## config.mk

```make
export PLATFORM = sky130hd
export DESIGN_NAME = lcd2vga_lock_scaler
export DESIGN_NICKNAME = d
export VERILOG_FILES = /design/src/rtl/lcd2vga_pkg.sv /design/src/rtl/lcd2vga_lock_scaler_vga_timing_gen.sv /design/src/rtl/lcd2vga_lock_scaler.sv
export SDC_FILE = /design/constraint.sdc
export NUM_CORES = 1
export LEC_CHECK = 0
export ABC_CLOCK_PERIOD_IN_PS = 3500
export CAP_MARGIN = 10
export CORE_ASPECT_RATIO = 1.1
export CORE_MARGIN = 4
export CORE_UTILIZATION = 45
export DETAILED_ROUTE_END_ITERATION = 8
export PLACE_DENSITY = 0.61
export SLEW_MARGIN = 20
export SYNTH_ARGS = -nofsm -noshare
export SYNTH_HDL_FRONTEND = slang
export SYNTH_SLANG_ARGS = --single-unit
```

## constraint.sdc

```tcl
create_clock -name iw_clk -period 3.5 [get_ports iw_clk]
set_input_delay 0.35 -clock iw_clk [delete_from_list [all_inputs] [get_ports iw_clk]]
set_output_delay 0.35 -clock iw_clk [all_outputs]
set_load 0.05 [all_outputs]
```

## src/rtl/lcd2vga_pkg.sv

```systemverilog
// Shared types and timing helpers for the LCD-to-VGA lock scaler.
// Optional colour-bar build is selected with LCD2VGA_TEST_PATTERN_EN.
package lcd2vga_pkg;

  typedef enum logic [1:0] {
    SEARCH = 2'd0,
    ALIGN  = 2'd1,
    LOCKED = 2'd2
  } state_t;

  localparam int unsigned DEF_COLOR_BITS  = 1;
  localparam int unsigned DEF_H_ACTIVE    = 640;
  localparam int unsigned DEF_H_FP        = 16;
  localparam int unsigned DEF_H_SP        = 96;
  localparam int unsigned DEF_H_BP        = 48;
  localparam int unsigned DEF_V_ACTIVE    = 480;
  localparam int unsigned DEF_V_FP        = 10;
  localparam int unsigned DEF_V_SP        = 2;
  localparam int unsigned DEF_V_BP        = 33;
  localparam int unsigned DEF_LOCK_OFFSET = 36203;
  localparam int unsigned DEF_PERIOD_TOL  = 4;
  localparam int unsigned DEF_LOCK_FRAMES = 2;

  function automatic int unsigned line_total(input int unsigned active, input int unsigned fp,
                                             input int unsigned sp, input int unsigned bp);
    return active + fp + sp + bp;
  endfunction

  function automatic int unsigned frame_total(input int unsigned h_total, input int unsigned v_total);
    return h_total * v_total;
  endfunction

endpackage

```

## src/rtl/lcd2vga_lock_scaler_vga_timing_gen.sv

```systemverilog
// Free-running VGA raster counters with realign and sync/DE decode.
// With LCD2VGA_TEST_PATTERN_EN it also decodes the colour-bar index.
module vga_timing_gen
  import lcd2vga_pkg::*;
#(
  parameter int unsigned P_H_ACTIVE = DEF_H_ACTIVE,
  parameter int unsigned P_H_FP     = DEF_H_FP,
  parameter int unsigned P_H_SP     = DEF_H_SP,
  parameter int unsigned P_H_BP     = DEF_H_BP,
  parameter int unsigned P_V_ACTIVE = DEF_V_ACTIVE,
  parameter int unsigned P_V_FP     = DEF_V_FP,
  parameter int unsigned P_V_SP     = DEF_V_SP,
  parameter int unsigned P_V_BP     = DEF_V_BP
) (
  input  logic       iw_clk,
  input  logic       reset,
  input  logic       realign,
  output logic       de_c,
  output logic       hsync_c,
  output logic       vsync_c
`ifdef LCD2VGA_TEST_PATTERN_EN
  ,
  output logic [2:0] bar_c
`endif
);

  localparam int unsigned H_TOTAL  = line_total(P_H_ACTIVE, P_H_FP, P_H_SP, P_H_BP);
  localparam int unsigned V_TOTAL  = line_total(P_V_ACTIVE, P_V_FP, P_V_SP, P_V_BP);
  localparam int unsigned HW       = (H_TOTAL > 1) ? $clog2(H_TOTAL) : 1;
  localparam int unsigned VW       = (V_TOTAL > 1) ? $clog2(V_TOTAL) : 1;
  localparam int unsigned HS_START = P_H_ACTIVE + P_H_FP;
  localparam int unsigned HS_END   = HS_START + P_H_SP - 1;
  localparam int unsigned VS_START = P_V_ACTIVE + P_V_FP;
  localparam int unsigned VS_END   = VS_START + P_V_SP - 1;

  logic [HW-1:0] hpos;
  logic [VW-1:0] vpos;

  // Realign overrides the natural wrap so the raster restarts at the origin.
  always_ff @(posedge iw_clk) begin
    if (reset || realign) begin
      hpos <= '0;
      vpos <= '0;
    end else if (hpos == HW'(H_TOTAL - 1)) begin
      hpos <= '0;
      vpos <= (vpos == VW'(V_TOTAL - 1)) ? '0 : vpos + VW'(1);
    end else begin
      hpos <= hpos + HW'(1);
    end
  end

  assign hsync_c = !((hpos >= HW'(HS_START)) && (hpos <= HW'(HS_END)));
  assign vsync_c = !((vpos >= VW'(VS_START)) && (vpos <= VW'(VS_END)));
  assign de_c    = (hpos < HW'(P_H_ACTIVE)) && (vpos < VW'(P_V_ACTIVE));

`ifdef LCD2VGA_TEST_PATTERN_EN
  assign bar_c = 3'((32'(hpos) * 32'd8) / 32'(P_H_ACTIVE));
`endif

endmodule

```

## src/rtl/lcd2vga_lock_scaler.sv

```systemverilog
// LCD-to-VGA timing regenerator with frame-sync lock detection and video gating.
// Define LCD2VGA_TEST_PATTERN_EN to show colour bars while unlocked.
module lcd2vga_lock_scaler
  import lcd2vga_pkg::*;
#(
  parameter int unsigned P_COLOR_BITS  = DEF_COLOR_BITS,
  parameter int unsigned P_H_ACTIVE    = DEF_H_ACTIVE,
  parameter int unsigned P_H_FP        = DEF_H_FP,
  parameter int unsigned P_H_SP        = DEF_H_SP,
  parameter int unsigned P_H_BP        = DEF_H_BP,
  parameter int unsigned P_V_ACTIVE    = DEF_V_ACTIVE,
  parameter int unsigned P_V_FP        = DEF_V_FP,
  parameter int unsigned P_V_SP        = DEF_V_SP,
  parameter int unsigned P_V_BP        = DEF_V_BP,
  parameter int unsigned P_LOCK_OFFSET = DEF_LOCK_OFFSET,
  parameter int unsigned P_PERIOD_TOL  = DEF_PERIOD_TOL,
  parameter int unsigned P_LOCK_FRAMES = DEF_LOCK_FRAMES
) (
  input  logic                      iw_clk,
  input  logic                      reset,
  input  logic                      iw_sync,
  input  logic [3*P_COLOR_BITS-1:0] iw_rgb,
  output logic [3*P_COLOR_BITS-1:0] ow_rgb,
  output logic                      ow_hsync,
  output logic                      ow_vsync,
  output logic                      ow_de,
  output logic                      ow_locked,
  output logic [1:0]                ow_state
);

  localparam int unsigned H_TOTAL = line_total(P_H_ACTIVE, P_H_FP, P_H_SP, P_H_BP);
  localparam int unsigned V_TOTAL = line_total(P_V_ACTIVE, P_V_FP, P_V_SP, P_V_BP);
  localparam int unsigned FRAME   = frame_total(H_TOTAL, V_TOTAL);
  localparam int unsigned RGB_W   = 3 * P_COLOR_BITS;
  localparam int unsigned GW      = (P_LOCK_FRAMES < 1) ? 1 : $clog2(P_LOCK_FRAMES + 1);
  localparam logic [32:0] FRAME_W    = 33'(FRAME);
  localparam logic [32:0] TOL_W      = 33'(P_PERIOD_TOL);
  localparam logic [31:0] TIMEOUT_W  = 32'(FRAME + P_PERIOD_TOL);
  localparam logic [31:0] REALIGN_AT = 32'(P_LOCK_OFFSET - 1);

  state_t            state;
  logic              locked;
  logic [GW-1:0]     good_cnt;
  logic              sync_d;
  logic [31:0]       since_sync;
  logic              sync_rise_c;
  logic              realign_c;
  logic              timeout_c;
  logic              period_ok_c;
  logic [32:0]       period_c;
  logic              de_c;
  logic              hsync_c;
  logic              vsync_c;
  logic [RGB_W-1:0]  rgb_c;
`ifdef LCD2VGA_TEST_PATTERN_EN
  logic [2:0]        bar_c;
`endif

  vga_timing_gen #(
    .P_H_ACTIVE (P_H_ACTIVE),
    .P_H_FP     (P_H_FP),
    .P_H_SP     (P_H_SP),
    .P_H_BP     (P_H_BP),
    .P_V_ACTIVE (P_V_ACTIVE),
    .P_V_FP     (P_V_FP),
    .P_V_SP     (P_V_SP),
    .P_V_BP     (P_V_BP)
  ) u_timing (
    .iw_clk  (iw_clk),
    .reset   (reset),
    .realign (realign_c),
    .de_c    (de_c),
    .hsync_c (hsync_c),
    .vsync_c (vsync_c)
`ifdef LCD2VGA_TEST_PATTERN_EN
    ,
    .bar_c   (bar_c)
`endif
  );

  // A sync edge always takes priority over both realign and timeout.
  assign sync_rise_c = iw_sync & ~sync_d;
  assign realign_c   = !sync_rise_c && (state != SEARCH) && (since_sync == REALIGN_AT);
  assign timeout_c   = (state != SEARCH) && (since_sync > TIMEOUT_W);
  assign period_c    = {1'b0, since_sync} + 33'd1;
  assign period_ok_c = (period_c >= FRAME_W) ? ((period_c - FRAME_W) <= TOL_W)
                                             : ((FRAME_W - period_c) <= TOL_W);

  always_ff @(posedge iw_clk) begin
    if (reset) begin
      sync_d     <= 1'b0;
      since_sync <= '0;
    end else begin
      sync_d <= iw_sync;
      if (sync_rise_c) begin
        since_sync <= '0;
      end else if (since_sync != '1) begin
        since_sync <= since_sync + 32'd1;
      end
    end
  end

  // Lock FSM; the locked flag is updated alongside every state change.
  always_ff @(posedge iw_clk) begin
    if (reset) begin
      state    <= SEARCH;
      good_cnt <= '0;
      locked   <= 1'b0;
    end else if (sync_rise_c) begin
      unique case (state)
        SEARCH: begin
          state    <= ALIGN;
          good_cnt <= '0;
          locked   <= 1'b0;
        end
        ALIGN: begin
          if (period_ok_c) begin
            good_cnt <= good_cnt + GW'(1);
            if ((32'(good_cnt) + 32'd1) >= 32'(P_LOCK_FRAMES)) begin
              state  <= LOCKED;
              locked <= 1'b1;
            end
          end else begin
            good_cnt <= '0;
          end
        end
        LOCKED: begin
          if (!period_ok_c) begin
            state    <= ALIGN;
            good_cnt <= '0;
            locked   <= 1'b0;
          end
        end
        default: begin
          state    <= SEARCH;
          good_cnt <= '0;
          locked   <= 1'b0;
        end
      endcase
    end else if (timeout_c) begin
      state    <= SEARCH;
      good_cnt <= '0;
      locked   <= 1'b0;
    end
  end

  always_comb begin
    rgb_c = '0;
    if (de_c) begin
      if (state == LOCKED) begin
        rgb_c = iw_rgb;
      end
`ifdef LCD2VGA_TEST_PATTERN_EN
      else begin
        rgb_c = {{P_COLOR_BITS{bar_c[2]}}, {P_COLOR_BITS{bar_c[1]}}, {P_COLOR_BITS{bar_c[0]}}};
      end
`endif
    end
  end

  always_ff @(posedge iw_clk) begin
    if (reset) begin
      ow_rgb   <= '0;
      ow_hsync <= 1'b1;
      ow_vsync <= 1'b1;
      ow_de    <= 1'b0;
    end else begin
      ow_rgb   <= rgb_c;
      ow_hsync <= hsync_c;
      ow_vsync <= vsync_c;
      ow_de    <= de_c;
    end
  end

  assign ow_locked = locked;
  assign ow_state  = state;

endmodule
```

==> impl_metrics.tcl <==
set metrics [dict create \
    power.leakage_uw 0.002694 \
    cts_root_buffer "clkbuf_16" \
    status "completed" \
    grt_max_degree 33 \
    fin_ws_ns 0.07650 \
    async_flop_share_pct 0 \
    place.gp.congestion 0.9574 \
    synth_compound_area_share_pct 21.39 \
    netlist_instances 692 \
    dp.final_hpwl_mm 14.09 \
    cts_tree "built" \
    yosysSeqAreaShare_pct 23.94 \
    die-width_um 112.0 \
    portBuffers 14 \
    clkPwrFrac_pct 56.2 \
    wl_per_cell_um 19.80 \
    p_seq_share_pct 38.5 \
    use_met3_pct 4.783 \
    synthSimpleGateAreaFrac_pct 31.84 \
    cp.required_ns 3.78 \
    cp-start-kind "flop" \
    synth-seq-cells 64 \
    core_mm2 0.01154 \
    worstMarginPinSlew_ns 0.8473 \
    cap_violations 0 \
    utilization_pct 62.99 \
    crit_type "flop to flop" \
    grt_pass1_vias 5840 \
    slowest_delay_ns 0.55 \
    setup_viol 0 \
    grt_pass1_wl_mm 29.97 \
    ys.flop_type "dfxtp_1" \
    dieArea_mm2 0.01370 \
    cp_max_fo 6 \
    vias 5888 \
    peakVddDrop_mv 0.3204 \
    p_sw_uw 430.6 \
    slew_viol_final 0 \
    initial_utilization_pct 46.36 \
    synth_area_per_cell_um2 7.733 \
    synth_top_family_by_area "simple AND/OR/NAND/NOR gates" \
    yosysUniqueCellTypes 86 \
    drt-pass1-iter-count 5 \
    drcViolationCount 0 \
    syn-num-nets 709 \
    placementRows 41 \
    endpoint_kind "flop" \
    insertedDiodeCount 0 \
    power.internal_uw 1494 \
    synth_edf_count 0 \
    antenna_found_initial 0 \
    layout_worst_path_cycle_share_pct 97.81 \
    drive_gt1_share_pct 31.62 \
    timing.slew.headroom_pct 43.00 \
    routed_via_density 6.198 \
    place_inst 920 \
    drt_iter0_drc 524 \
    fillerInstances 1034 \
    fin_crit_ns 3.424 \
    r2r_cells 13 \
    hp-class "flop to flop" \
    htree_levels 3 \
    postRouteAntennaNets 0 \
    synth.area.mux_share_pct 1.730 \
    grt_use_met2_pct 46.06 \
    use_met1_pct 33.79 \
    hold_end "u_timing.hpos[0]$_SDFF_PP0_" \
    r2r_slack_ns 0.08 \
    synthToLayoutAreaGrowth_pct 35.87 \
    chipHeight_um 122.4 \
    clock-sinks 64 \
    io_pins 15 \
    cts.clk_slew.worst_paths_ns 0.06 \
    p_comb_share_pct 5.3 \
    crit_path_top_delay_cell "or4b_4" \
    cts.path.max_buffers 2 \
    cts-hold-fix-buffers 0 \
    switching_share_pct 22.37 \
    hold_depth 1 \
    hold_violations 0 \
    reg2reg_to "good_cnt[0]$_SDFFE_PP0P_" \
    final_cells 950 \
    r2r-start "since_sync[0]$_SDFFE_PP0N_" \
    clkLatencyLatePin_ns 0.34 \
    ys_warn_count 0 \
    power.density_mw_per_mm2 264.8 \
    drt_wl_total_mm 18.81 \
    rsz0062_at_grt "true" \
    final_nets 812 \
    crit_chain "buf_6, buf_2, and2_1, or4b_4, and3_1, o21a_4, o311ai_4, xnor2_1, nor4_2, nand4_1, a2111oi_2, o21bai_1, a21oi_2" \
    arrival_ns 3.70 \
    synth_fa_ha_area_share_pct 2.572 \
    numCtsBuffers 9 \
    fmaxAchievable_mhz 292.1 \
    pre_cts_ws_ns -0.09708 \
    gr-max-usage-layer "met2" \
    overflow 0 \
    grt_use_total_pct 27.22 \
    syn_area_mm2 0.005351 \
    finClkSkew_ns 0.006867 \
    worstHoldStart "u_timing.hpos[0]$_SDFF_PP0_" \
    yosys.area_share.xor_xnor_pct 12.20 \
]
[per-stage QoR]
stage | total power (µW) | cell area (µm²) | setup TNS (ns) | hold WS (ns)
after floorplan | 810.7 | 5366 | 0 | 0.4297
after global placement | 846.5 | 6377 | -0.002560 | 0.4397
after detailed placement | 849.4 | 6377 | -0.09708 | 0.4782
after CTS | 1936 | 6830 | 0 | 0.4898
after global routing | 1992 | 7271 | -0.08615 | 0.5028
final | 1925 | 7271 | 0 | 0.4865
[power by group through the flow]
| stage | registers [µW] | logic [µW] | clock network, µW |
|---|---|---|---|
| after floorplan | 763 | 47.9 | 0 |
| after global placement | 757 | 89.7 | 0 |
| final | 741 | 102 | 1080 |
| after global routing | 741 | 110 | 1140 |
| after detailed placement | 757 | 92.1 | 0 |
| after CTS | 741 | 93.6 | 1100 |
[layer usage]
| metal | routed length (µm) | up-vias |
|---|---|---|
| met5 | 0 | - |
| met4 | 772 | 0 |
| met2 | 9095 | 212 |
| met3 | 1025 | 53 |
| met1 | 7914 | 2850 |
| li1 | - | 2773 |
[cell usage after synthesis (3+ instances only)]
master,n,area (µm²)
nand3_1,32,160.2
o2111ai_1,4,35.03
buf_2,18,90.09
or3_1,3,18.77
and4_1,6,52.55
nand4_1,31,193.9
ha_1,11,137.6
nor3b_1,4,30.03
a31oi_1,9,56.30
nand2b_1,8,50.05
a2111oi_0,5,43.79
or2_2,6,37.54
a21o_1,3,22.52
a221oi_1,3,26.28
nor3_1,21,105.1
mux2i_1,7,70.07
clkbuf_1,29,108.9
o211ai_1,5,37.54
o21ai_0,22,110.1
a22oi_1,5,37.54
nor2_1,68,255.2
buf_4,3,22.52
buf_1,5,18.77
xnor2_1,43,376.6
and2_1,4,25.02
nand4b_1,4,35.03
a211oi_1,5,37.54
o31ai_1,11,82.58
or4_1,6,45.04
nor3_2,3,30.03
xor2_1,26,227.7
and3_1,16,100.1
nor2b_1,6,37.54
nor4b_1,3,26.28
a21oi_1,50,250.2
or4_4,3,33.78
nor4_1,18,112.6
a21boi_0,5,37.54
dfxtp_1,64,1281
inv_1,20,75.07
nand2_1,34,127.6
nor4_2,3,37.54
[layout by cell type (no fill, tap or decap), types with 10 or more instances in the layout]
master | netlist | routed
a21oi_1 | 50 | 48
and3_1 | 16 | 15
buf_4 | 3 | 123
clkdlybuf4s50_1 | 0 | 14
dfxtp_1 | 64 | 50
dfxtp_2 | 0 | 11
inv_1 | 20 | 20
nand2_1 | 34 | 33
nand3_1 | 32 | 32
nand4_1 | 31 | 31
nor2_1 | 68 | 67
nor3_1 | 21 | 16
nor4_1 | 18 | 12
o21ai_0 | 22 | 19
o31ai_1 | 11 | 10
xnor2_1 | 43 | 41
xor2_1 | 26 | 26
[worst max-delay path, delay by kind of cell, from the launching register on]
family                 cells  cell delay [ns]
XOR/XNOR                   1             0.15
flip-flops                 1             0.34
buffers and inverters      2             0.28
AND/OR/NAND/NOR            5             1.41
AO/OA/AOI/OAI              5             1.18
[final cells by class]
type / instances / area, µm² / area share, %
Inverter: 20 / 75.07 / 1.033
Sequential cell: 64 / 1306 / 17.97
Timing Repair Buffer: 149 / 1222 / 16.81
Clock inverter: 6 / 115.1 / 1.583
Tap cell: 150 / 187.7 / 2.581
Multi-Input combinational cell: 551 / 4125 / 56.74
Clock buffer: 10 / 239.0 / 3.287
[logic make-up after synthesis]
logic type      count (synthesis)
simple gates                  296
compound gates                163
buf+inv                        77
xor+xnor                       72
flops                          64
fa+ha+maj                      11
mux                             9
[worst max-delay path by stage]
stage,start,endpoint,slack (ns)
final,since_sync[0]$_SDFFE_PP0N_,good_cnt[0]$_SDFFE_PP0P_,0.08
after global routing,since_sync[0]$_SDFFE_PP0N_,good_cnt[0]$_SDFFE_PP0P_,-0.04
after CTS,since_sync[3]$_SDFFE_PP0N_,good_cnt[0]$_SDFFE_PP0P_,0.0005
after detailed placement,since_sync[0]$_SDFFE_PP0N_,good_cnt[0]$_SDFFE_PP0P_,-0.1
after global placement,since_sync[0]$_SDFFE_PP0N_,good_cnt[0]$_SDFFE_PP0P_,-0.003
after floorplan,since_sync[0]$_SDFFE_PP0N_,good_cnt[0]$_SDFFE_PP0P_,0.02
[sequential cells by signal (all words and copies together), names as in the netlist]
register / cells
ow_rgb: 3
ow_hsync: 1
u_timing.vpos: 10
u_timing.hpos: 10
good_cnt: 2
ow_vsync: 1
ow_locked: 1
ow_state: 2
ow_de: 1
since_sync: 32
sync_d: 1
[what timing repair did]
action | CTS | global route
setup endpoints to repair | 2 | 5
gates resized for setup | 15 | 86
pin swaps | 5 | 32
cloned | 0 | 0
setup buffers | 3 | 11
Power figures use the tool's default switching activity.
